--- config.mk ---
export PLATFORM = sky130hd
export DESIGN_NAME = rca_digit_serial_flat
export DESIGN_NICKNAME = d
export VERILOG_FILES = /design/src/rtl/rca_digit_serial_pkg.sv /design/src/rtl/rca_digit_serial_if.sv /design/src/rtl/rca_digit.sv /design/src/rtl/rca_digit_serial.sv /design/src/flat_wrapper.sv
export SDC_FILE = /design/constraint.sdc
export NUM_CORES = 1
export LEC_CHECK = 0
export CAP_MARGIN = 0
export CORE_ASPECT_RATIO = 0.9
export CORE_MARGIN = 1.5
export CORE_UTILIZATION = 44
export DETAILED_ROUTE_END_ITERATION = 10
export PLACE_DENSITY = 0.71
export SETUP_SLACK_MARGIN = 0.4
export SKIP_CTS_REPAIR_TIMING = 1
export SYNTH_ARGS = -nofsm -noshare
export SYNTH_HDL_FRONTEND = slang
export SYNTH_SLANG_ARGS = --single-unit
--- constraint.sdc ---
create_clock -name clk -period 7.1 [get_ports clk]
set_clock_uncertainty 0.1 [all_clocks]
set_input_delay 0.71 -clock clk [delete_from_list [all_inputs] [get_ports clk]]
set_output_delay 0.71 -clock clk [all_outputs]
set_load 0.02 [all_outputs]
--- src/rtl/rca_digit_serial_pkg.sv ---
`default_nettype none
// ============================================================================
// Module   : rca_pkg
// Brief    : Shared state encoding and sizing helpers for rca_digit_serial.
// Revision : 1.0
// ============================================================================
package rca_pkg;

    typedef enum logic [1:0] {
        ST_IDLE = 2'd0,
        ST_BUSY = 2'd1,
        ST_DONE = 2'd2
    } state_t;

    // Digit counter never needs less than one bit, even when NDIG == 1.
    function automatic int cnt_width(input int ndig);
        return (ndig > 1) ? $clog2(ndig) : 1;
    endfunction

endpackage
`default_nettype wire

--- src/rtl/rca_digit_serial_if.sv ---
`default_nettype none
// ============================================================================
// Module   : rca_digit_serial_if
// Brief    : Operand/result valid-ready bundle; ovf present with RCA_OVF_FLAG_EN.
// Revision : 1.0
// ============================================================================
interface rca_digit_serial_if #(
    parameter int WIDTH = 32
);
    logic             in_valid;
    logic             in_ready;
    logic [WIDTH-1:0] a;
    logic [WIDTH-1:0] b;
    logic             cin;
    logic             sub;
    logic             out_valid;
    logic             out_ready;
    logic [WIDTH-1:0] sum;
    logic             cout;
    logic             busy;
`ifdef RCA_OVF_FLAG_EN
    logic             ovf;

    modport slave (
        input  in_valid, a, b, cin, sub, out_ready,
        output in_ready, out_valid, sum, cout, busy, ovf
    );
    modport master (
        output in_valid, a, b, cin, sub, out_ready,
        input  in_ready, out_valid, sum, cout, busy, ovf
    );
`else
    modport slave (
        input  in_valid, a, b, cin, sub, out_ready,
        output in_ready, out_valid, sum, cout, busy
    );
    modport master (
        output in_valid, a, b, cin, sub, out_ready,
        input  in_ready, out_valid, sum, cout, busy
    );
`endif
endinterface
`default_nettype wire

--- src/rtl/rca_digit.sv ---
`default_nettype none
// ============================================================================
// Module   : rca_digit
// Brief    : W-bit combinational ripple chain; c_msb_in only with RCA_OVF_FLAG_EN.
// Revision : 1.0
// ============================================================================
module rca_digit #(
    parameter int W = 8
) (
    input  wire logic [W-1:0] a,
    input  wire logic [W-1:0] b,
    input  wire logic         cin,
    output logic      [W-1:0] sum,
`ifdef RCA_OVF_FLAG_EN
    output logic              c_msb_in,
`endif
    output logic              cout
);
    logic [W:0] w_c;

    assign w_c[0] = cin;

    generate
        for (genvar i = 0; i < W; i++) begin : g_fa
            assign sum[i]   = a[i] ^ b[i] ^ w_c[i];
            assign w_c[i+1] = (a[i] & b[i]) | (w_c[i] & (a[i] ^ b[i]));
        end
    endgenerate

    assign cout = w_c[W];
`ifdef RCA_OVF_FLAG_EN
    assign c_msb_in = w_c[W-1];
`endif
endmodule
`default_nettype wire

--- src/rtl/rca_digit_serial.sv ---
`default_nettype none
// ============================================================================
// Module   : rca_digit_serial
// Brief    : Digit-serial ripple-carry add/sub, LSB digit first. Option: RCA_OVF_FLAG_EN.
// Revision : 1.0
// ============================================================================
module rca_digit_serial
    import rca_pkg::*;
#(
    parameter int WIDTH = 32,
    parameter int DIGIT = 8
) (
    input  wire logic          clk,
    input  wire logic          rst_n,
    rca_digit_serial_if.slave  bus
);
    localparam int NDIG  = WIDTH / DIGIT;
    localparam int CNT_W = cnt_width(NDIG);

    state_t             r_state;
    state_t             w_state_nxt;
    logic [WIDTH-1:0]   r_a;
    logic [WIDTH-1:0]   r_b;
    logic [WIDTH-1:0]   r_sum;
    logic               r_carry;
    logic [CNT_W-1:0]   r_cnt;
    logic [DIGIT-1:0]   w_d;
    logic               w_c;
    logic               w_last;
    logic [WIDTH-1:0]   w_a_shr;
    logic [WIDTH-1:0]   w_b_shr;
    logic [WIDTH-1:0]   w_sum_nxt;

    assign w_last = (r_cnt == CNT_W'(NDIG - 1));

`ifdef RCA_OVF_FLAG_EN
    logic w_cmsb;
    logic r_ovf;

    rca_digit #(.W(DIGIT)) u_digit (
        .a        (r_a[DIGIT-1:0]),
        .b        (r_b[DIGIT-1:0]),
        .cin      (r_carry),
        .sum      (w_d),
        .c_msb_in (w_cmsb),
        .cout     (w_c)
    );
`else
    rca_digit #(.W(DIGIT)) u_digit (
        .a        (r_a[DIGIT-1:0]),
        .b        (r_b[DIGIT-1:0]),
        .cin      (r_carry),
        .sum      (w_d),
        .cout     (w_c)
    );
`endif

    // New digits enter the result from the top so the first one ends at bit 0.
    generate
        if (DIGIT == WIDTH) begin : g_single
            assign w_a_shr   = '0;
            assign w_b_shr   = '0;
            assign w_sum_nxt = w_d;
        end else begin : g_multi
            assign w_a_shr   = {{DIGIT{1'b0}}, r_a[WIDTH-1:DIGIT]};
            assign w_b_shr   = {{DIGIT{1'b0}}, r_b[WIDTH-1:DIGIT]};
            assign w_sum_nxt = {w_d, r_sum[WIDTH-1:DIGIT]};
        end
    endgenerate

    always_ff @(posedge clk or negedge rst_n) begin
        if (!rst_n) r_state <= ST_IDLE;
        else        r_state <= w_state_nxt;
    end

    always_comb begin
        w_state_nxt = r_state;
        case (r_state)
            ST_IDLE: if (bus.in_valid)  w_state_nxt = ST_BUSY;
            ST_BUSY: if (w_last)        w_state_nxt = ST_DONE;
            ST_DONE: if (bus.out_ready) w_state_nxt = ST_IDLE;
            default:                    w_state_nxt = ST_IDLE;
        endcase
    end

    always_ff @(posedge clk or negedge rst_n) begin
        if (!rst_n) begin
            r_a     <= '0;
            r_b     <= '0;
            r_sum   <= '0;
            r_carry <= 1'b0;
            r_cnt   <= '0;
`ifdef RCA_OVF_FLAG_EN
            r_ovf   <= 1'b0;
`endif
        end else begin
            case (r_state)
                ST_IDLE: begin
                    if (bus.in_valid) begin
                        r_a     <= bus.a;
                        r_b     <= bus.sub ? ~bus.b : bus.b;
                        r_carry <= bus.sub ? ~bus.cin : bus.cin;
                        r_cnt   <= '0;
                    end
                end
                ST_BUSY: begin
                    r_a     <= w_a_shr;
                    r_b     <= w_b_shr;
                    r_sum   <= w_sum_nxt;
                    r_carry <= w_c;
                    r_cnt   <= w_last ? '0 : r_cnt + 1'b1;
`ifdef RCA_OVF_FLAG_EN
                    if (w_last) r_ovf <= w_cmsb ^ w_c;
`endif
                end
                default: ;
            endcase
        end
    end

    assign bus.in_ready  = (r_state == ST_IDLE);
    assign bus.busy      = (r_state == ST_BUSY);
    assign bus.out_valid = (r_state == ST_DONE);
    assign bus.sum       = r_sum;
    assign bus.cout      = r_carry;
`ifdef RCA_OVF_FLAG_EN
    assign bus.ovf       = r_ovf;
`endif
endmodule
`default_nettype wire
--- src/flat_wrapper.sv ---
// flat-port wrapper written by rule: the top's interface ports become plain ports
module rca_digit_serial_flat import rca_pkg::*;
#(
    parameter int WIDTH = 32,
    parameter int DIGIT = 8
)
  (clk, rst_n, bus_in_valid, bus_a, bus_b, bus_cin, bus_sub, bus_out_ready, bus_in_ready, bus_out_valid, bus_sum, bus_cout, bus_busy);
  rca_digit_serial_if #(.WIDTH(WIDTH)) bus_i ();
  input  wire logic clk;
  input  wire logic rst_n;
  input wire logic [$bits(bus_i.in_valid)-1:0] bus_in_valid;
  input wire logic [$bits(bus_i.a)-1:0] bus_a;
  input wire logic [$bits(bus_i.b)-1:0] bus_b;
  input wire logic [$bits(bus_i.cin)-1:0] bus_cin;
  input wire logic [$bits(bus_i.sub)-1:0] bus_sub;
  input wire logic [$bits(bus_i.out_ready)-1:0] bus_out_ready;
  output wire logic [$bits(bus_i.in_ready)-1:0] bus_in_ready;
  output wire logic [$bits(bus_i.out_valid)-1:0] bus_out_valid;
  output wire logic [$bits(bus_i.sum)-1:0] bus_sum;
  output wire logic [$bits(bus_i.cout)-1:0] bus_cout;
  output wire logic [$bits(bus_i.busy)-1:0] bus_busy;
  assign bus_i.in_valid = bus_in_valid;
  assign bus_i.a = bus_a;
  assign bus_i.b = bus_b;
  assign bus_i.cin = bus_cin;
  assign bus_i.sub = bus_sub;
  assign bus_i.out_ready = bus_out_ready;
  assign bus_in_ready = bus_i.in_ready;
  assign bus_out_valid = bus_i.out_valid;
  assign bus_sum = bus_i.sum;
  assign bus_cout = bus_i.cout;
  assign bus_busy = bus_i.busy;
  rca_digit_serial #(.WIDTH(WIDTH), .DIGIT(DIGIT)) u_core (.clk(clk), .rst_n(rst_n), .bus(bus_i));
endmodule
==> results.ini, run 1 <==
[pwr]
ir_drop_mv=0.243
power_density_mw_per_mm2=419
switching_power_w=0.000962
pwr-share-comb=0.399
sw_frac_of_total=0.382
internal_power_w=0.00155
p_leak_nw=2.58
p_seq_frac=0.399
clkPwrFrac=0.202

[grt]
grt_pass1_wl_mm=16.6
grt_max_degree=81
grt_pass1_vias=3448
grt.total_usage=0.184
grt_overflow=0
grt_antenna_before_repair=0

[timing]
worst_pin_slew_ns=1.14
timing.final.crit_share=0.602
rsz0062_at_grt=false
finalMaxSlewViolations=0
setup-violations-final=0
fmax_mhz=234
hold_ws_ns=0.147
relSlewSlack=0.241
fin_crit_ns=4.27
hold_violations=0
setup-tns-final_ns=0

[die]
start_util=0.454
die_area_sq_mm=0.0112
coreArea_sq_mm=0.0102
die_h_microns=101
die_w_microns=111
rows=35
boundaryPins=106

[layout]
fin_area_sq_mm=0.00601
multi_input_area_sq_mm=0.00190
synthToLayoutAreaGrowth_pct=29.1
layout_common_cells=nand2_1 (151), clkdlybuf4s50_1 (103), dfrtp_1 (100)
diodes=0
drive_gt1_frac=0.0417
final_common_cell=nand2_1
register_area_sq_mm=0.00253
nNetsFinal=628
nFillCells=918

[yosys]
syn-cell-area_sq_mm=0.00465
synth_warnings=0
syn_area_per_cell_sq_um=10.0
synth_fp_nets=543
synth_seq_cells=101
netlist_instances=464
yosysSeqAreaShare=0.543
synth_cell_type_count=24

[detailed_routing]
wl_mm=10.1
viasPerCell=5.25
post_drt_wl_per_cell_microns=14.8
drc=0
drtIter0Drc=219
via_count=3572
drt_pass1_iterations=4
ant_nets=0

[cts]
clock_latency_ns=0.34
cts_root_buf=clkbuf_16
cts_made_buffers=9
clkTransAtPathRegs_ns=0.06
cts.htree.levels=3
cts_sinks=101
cts.path.max_buffers=2
cts_tree=built

[placement]
portBuffers=105
place.gp.congestion=0.756
placed_area_sq_mm=0.00570
dpl.hpwl_mm=6.74

[worst_setup_path]
cp.required_ns=7.24
cp-end-kind=register
worstRegToRegCells=12
cp-startpoint=u_core.bus.cout
crit_path_cell_trace=fa_1 -> fa_1 -> fa_1 -> fa_1 -> fa_1 -> inv_1 -> fa_1 -> inv_1 -> fa_1 -> inv_1 -> fa_1 -> o21ai_0
crit_path_top_delay_cell=fa_1
r2r-start=u_core.bus.cout
cpPeakStageDelay_ns=0.48
path_common_cell=fa_1
cp-start-kind=register
arrival_ns=4.42
crit_path_max_fanout=3
criticalPathCategory=reg -> reg

[hold_path]
hold_path.class=in -> async

[job]
cap_violations=0

[outcome]
status=complete, no violations

cells in the mapped netlist:
| cell | n | area share |
|---|---|---|
| clkbuf_4 | 1 | 0.0016 |
| buf_1 | 2 | 0.0016 |
| o21ai_0 | 22 | 0.024 |
| nand3b_1 | 24 | 0.039 |
| buf_4 | 6 | 0.0097 |
| buf_2 | 14 | 0.015 |
| nand2b_1 | 1 | 0.0013 |
| a22o_1 | 10 | 0.019 |
| nor2_2 | 1 | 0.0013 |
| o221ai_1 | 1 | 0.0019 |
| nand2_1 | 151 | 0.12 |
| o31ai_1 | 1 | 0.0016 |
| fa_1 | 8 | 0.034 |
| o21bai_2 | 1 | 0.0024 |
| ha_1 | 1 | 0.0027 |
| o21ai_1 | 13 | 0.014 |
| buf_6 | 3 | 0.0073 |
| dfrtp_1 | 101 | 0.54 |
| a22oi_1 | 24 | 0.039 |
| clkbuf_1 | 10 | 0.0081 |
| nor2b_1 | 3 | 0.0040 |
| inv_1 | 9 | 0.0073 |
| xnor2_1 | 33 | 0.062 |
| o211ai_1 | 24 | 0.039 |
logic make-up after synthesis:
logic type      Yosys count  share of synthesized area
simple gates            180                      0.167
flops                   101                      0.543
compound gates           96                      0.140
buf+inv                  45                     0.0506
xor+xnor                 33                     0.0621
fa+ha+maj                 9                     0.0371
state kept, by name (all words and copies together) (netlist names):
signal	cells
u_core.bus.sum	32
u_core.r_a	32
u_core.r_b	32
u_core.r_cnt	2
u_core.r_state	2
u_core.bus.cout	1
power groups by stage:
stage                     registers [W]  logic, W  clock network, W
after floorplan                 0.00103  0.000629                 0
after global placement          0.00100  0.000982                 0
after detailed placement        0.00101   0.00101                 0
after CTS                       0.00100   0.00102          0.000518
after global routing            0.00104   0.00113          0.000540
final                           0.00100   0.00100          0.000508
path summary, 6_finish.rpt:
check                                     endpoint  slack [ns]
worst max register to register  u_core.bus.sum[31]        2.83
min in group clk                 u_core.bus.sum[3]        0.38
worst max-delay path            u_core.bus.sum[31]        2.83
worst min register to register   u_core.bus.sum[3]        0.38
worst min-delay path             u_core.bus.sum[1]        0.15
max in group asynchronous        u_core.r_state[0]        5.44
through the flow:
| stage | total power, W | utilization | setup slack (ns) | std cells |
|---|---|---|---|---|
| floorplan | 0.00166 | - | 2.93 | 464 |
| global placement | 0.00198 | 0.557 | 2.94 | 667 |
| detailed placement | 0.00203 | 0.557 | 2.80 | 667 |
| CTS | 0.00254 | 0.586 | 2.79 | 681 |
| global route | 0.00270 | 0.586 | 2.65 | 681 |
| finish | 0.00252 | 0.586 | 2.83 | 681 |
critical path: cells and delay by family, from the launching register on:
kind                       cells  cell delay, ns
AOI/OAI and AO/OA              1            0.19
adders and majority gates      8            3.25
buffers and inverters          3            0.23
DFF                            1            0.41
metal layers:
layer / wire length [microns] / GRT usage / up-vias
li1: - / - / 1714
met1: 4670 / 0.251 / 1738
met2: 4700 / 0.289 / 107
met3: 591 / 0.0535 / 13
met4: 132 / 0.0487 / 0
met5: 0 / 0 / -
final cells by class:
type | instances | share of cell area
Clock inverter | 4 | 0.0125
Timing Repair Buffer | 110 | 0.180
Inverter | 9 | 0.00562
Tap cell | 129 | 0.0269
Clock buffer | 10 | 0.0381
Sequential cell | 101 | 0.421
Multi-Input combinational cell | 318 | 0.316
Power figures use the tool's default switching activity.
==> inputs of run 2 (changes only) <==
==> constraint.sdc (replaced) <==
create_clock -name clk -period 4.2 [get_ports clk]
set_clock_uncertainty 0.1 [all_clocks]
set_input_delay 0.42 -clock clk [delete_from_list [all_inputs] [get_ports clk]]
set_output_delay 0.42 -clock clk [all_outputs]
set_load 0.02 [all_outputs]
==> results.ini, run 2 (synthesis results as in run 1) <==
[timing]
timing.final.crit_share=0.873  ; +0.271
fmax_mhz=273  ; +17%
relSlewSlack=0.244  ; +0.00249
hold_ws_ns=0.129  ; -0.0177 ns
worst_pin_slew_ns=1.13  ; -0.00373 ns
finalMaxSlewViolations=0  ; unchanged
hold_violations=0  ; unchanged
setup-violations-final=0  ; unchanged
fin_crit_ns=3.67  ; -0.607 ns
rsz0062_at_grt=false
setup-tns-final_ns=0  ; unchanged

[grt]
grt_pass1_wl_mm=16.6  ; -0.20%
grt_max_degree=80  ; -1.2%
grt_overflow=0  ; unchanged
grt_antenna_before_repair=0  ; unchanged
grt_pass1_vias=3514  ; +1.9%
grt.total_usage=0.183  ; -0.000517

[worst_setup_path]
cp-start-kind=register
cp-end-kind=register
crit_path_max_fanout=2  ; -1
arrival_ns=3.83  ; -0.59 ns
worstRegToRegCells=12  ; unchanged
r2r_end=u_core.bus.sum[31]
cp-startpoint=u_core.r_a[0]
critPathCapture=u_core.bus.sum[31]
cp.required_ns=4.36  ; -2.88 ns
criticalPathCategory=reg -> reg
r2r_setup_slack_ns=0.53  ; -2.29 ns
r2r-start=u_core.r_a[0]

[pwr]
ir_drop_mv=0.411  ; +69%
p_seq_frac=0.389  ; -0.010
pwr-share-comb=0.425  ; +0.026
internal_power_w=0.00254  ; +64%
p_leak_nw=2.57  ; -0.38%
switching_power_w=0.00165  ; +71%
clkPwrFrac=0.187  ; -0.015
sw_frac_of_total=0.393  ; +0.0104
total_power_w=0.00419  ; +67%
power_density_mw_per_mm2=697  ; +66%

[layout]
diodes=0  ; unchanged
nFillCells=908  ; -1.1%
synthToLayoutAreaGrowth_pct=29.3
stdcell_count=685  ; +0.59%
final_common_cell=nand2_1
layout_common_cells=nand2_1 (151), clkdlybuf4s50_1 (103), dfrtp_1 (99)
drive_gt1_frac=0.0647  ; +0.0231
utilization=0.587  ; +0.000854
nNetsFinal=630  ; +0.32%
multi_input_area_sq_mm=0.00191  ; +0.79%
register_area_sq_mm=0.00253  ; about the same

[die]
coreArea_sq_mm=0.0102  ; unchanged
die_w_microns=111  ; unchanged
die_h_microns=101  ; unchanged
start_util=0.454  ; unchanged
rows=35  ; unchanged
boundaryPins=106  ; unchanged
die_area_sq_mm=0.0112  ; unchanged

[cts]
cts.path.max_buffers=2  ; unchanged
cts.htree.levels=3  ; unchanged
clkTransAtPathRegs_ns=0.07  ; about the same
cts_sinks=101  ; unchanged
cts_tree=built
clock_latency_ns=0.34  ; about the same
cts_root_buf=clkbuf_16
cts_made_buffers=9  ; unchanged

[outcome]
status=complete, no violations

[placement]
place.gp.congestion=0.752  ; -0.46%
dp.cells=669  ; +0.30%
portBuffers=105  ; unchanged
dpl.hpwl_mm=6.65  ; -1.2%

[detailed_routing]
post_drt_wl_per_cell_microns=14.3  ; -3.4%
drt_pass1_iterations=5  ; +1
drc=0  ; unchanged
viasPerCell=5.10  ; -2.8%
via_count=3494  ; -2.2%
wl_mm=9.80  ; -2.9%
drtIter0Drc=322  ; +47%
ant_nets=0  ; unchanged

[job]
cap_violations=0  ; unchanged

[hold_path]
hold_path.class=in -> async

run 2: changes by cell type in the layout (fill, tap and decap cells not counted), moves of 2 or more:
cell       before  now
buf_4           6    8
bufinv_16       2    0
fa_1            8    2
fa_2            0    6
inv_1           9    7
inv_2           0    2
inv_6           0    3
run 2: worst min-delay path by stage:
stage / from / slack (ns) / endpoint
5_1_grt: rst_n / 0.24 / u_core.r_a[16]
3_5_place_dp: u_core.bus.sum[3] / 0.36 / u_core.bus.sum[3]
2_1_floorplan: rst_n / 0.02 / u_core.bus.cout
3_3_place_gp: u_core.bus.sum[1] / 0.36 / u_core.bus.sum[1]
4_1_cts: rst_n / 0.18 / u_core.r_b[20]
6_report: rst_n / 0.13 / u_core.bus.sum[1]
run 2: power by group through the flow:
stage	clock (W)	combinational (W)	sequential (W)
after CTS	0.000808	0.00179	0.00163
after global routing	0.000841	0.00199	0.00168
final	0.000782	0.00178	0.00163
after detailed placement	0	0.00179	0.00165
after global placement	0	0.00176	0.00163
after floorplan	0	0.00106	0.00175
run 2: layout make-up:
class / instances / area share
Sequential cell: 101 / 0.421
Multi-Input combinational cell: 318 / 0.318
Timing Repair Buffer: 112 / 0.182
Clock buffer: 10 / 0.0381
Tap cell: 129 / 0.0268
Clock inverter: 6 / 0.00874
Inverter: 9 / 0.00562
run 2: critical path: stages (launching register included):
cell and delay, ns:
dfrtp_1 0.40, fa_2 0.39, fa_2 0.35, fa_2 0.35, fa_2 0.36, fa_2 0.39
inv_2 0.06, fa_1 0.17, inv_1 0.06, fa_2 0.38, inv_2 0.07, fa_1 0.37
o21ai_1 0.14
run 2: per-stage QoR:
stage	area, sq um	setup slack (ns)
after CTS	6010	0.316
final	6020	0.535
after global placement	5730	0.402
after floorplan	4660	0.449
after detailed placement	5730	0.329
after global routing	6020	0.428
run 2: layer usage:
metal / global-route usage / share of wire / vias to the layer above
li1: - / - / 1718
met1: 0.249 / 0.45 / 1658
met2: 0.290 / 0.47 / 105
met3: 0.0397 / 0.057 / 13
met4: 0.0701 / 0.018 / 0
met5: 0 / 0 / -
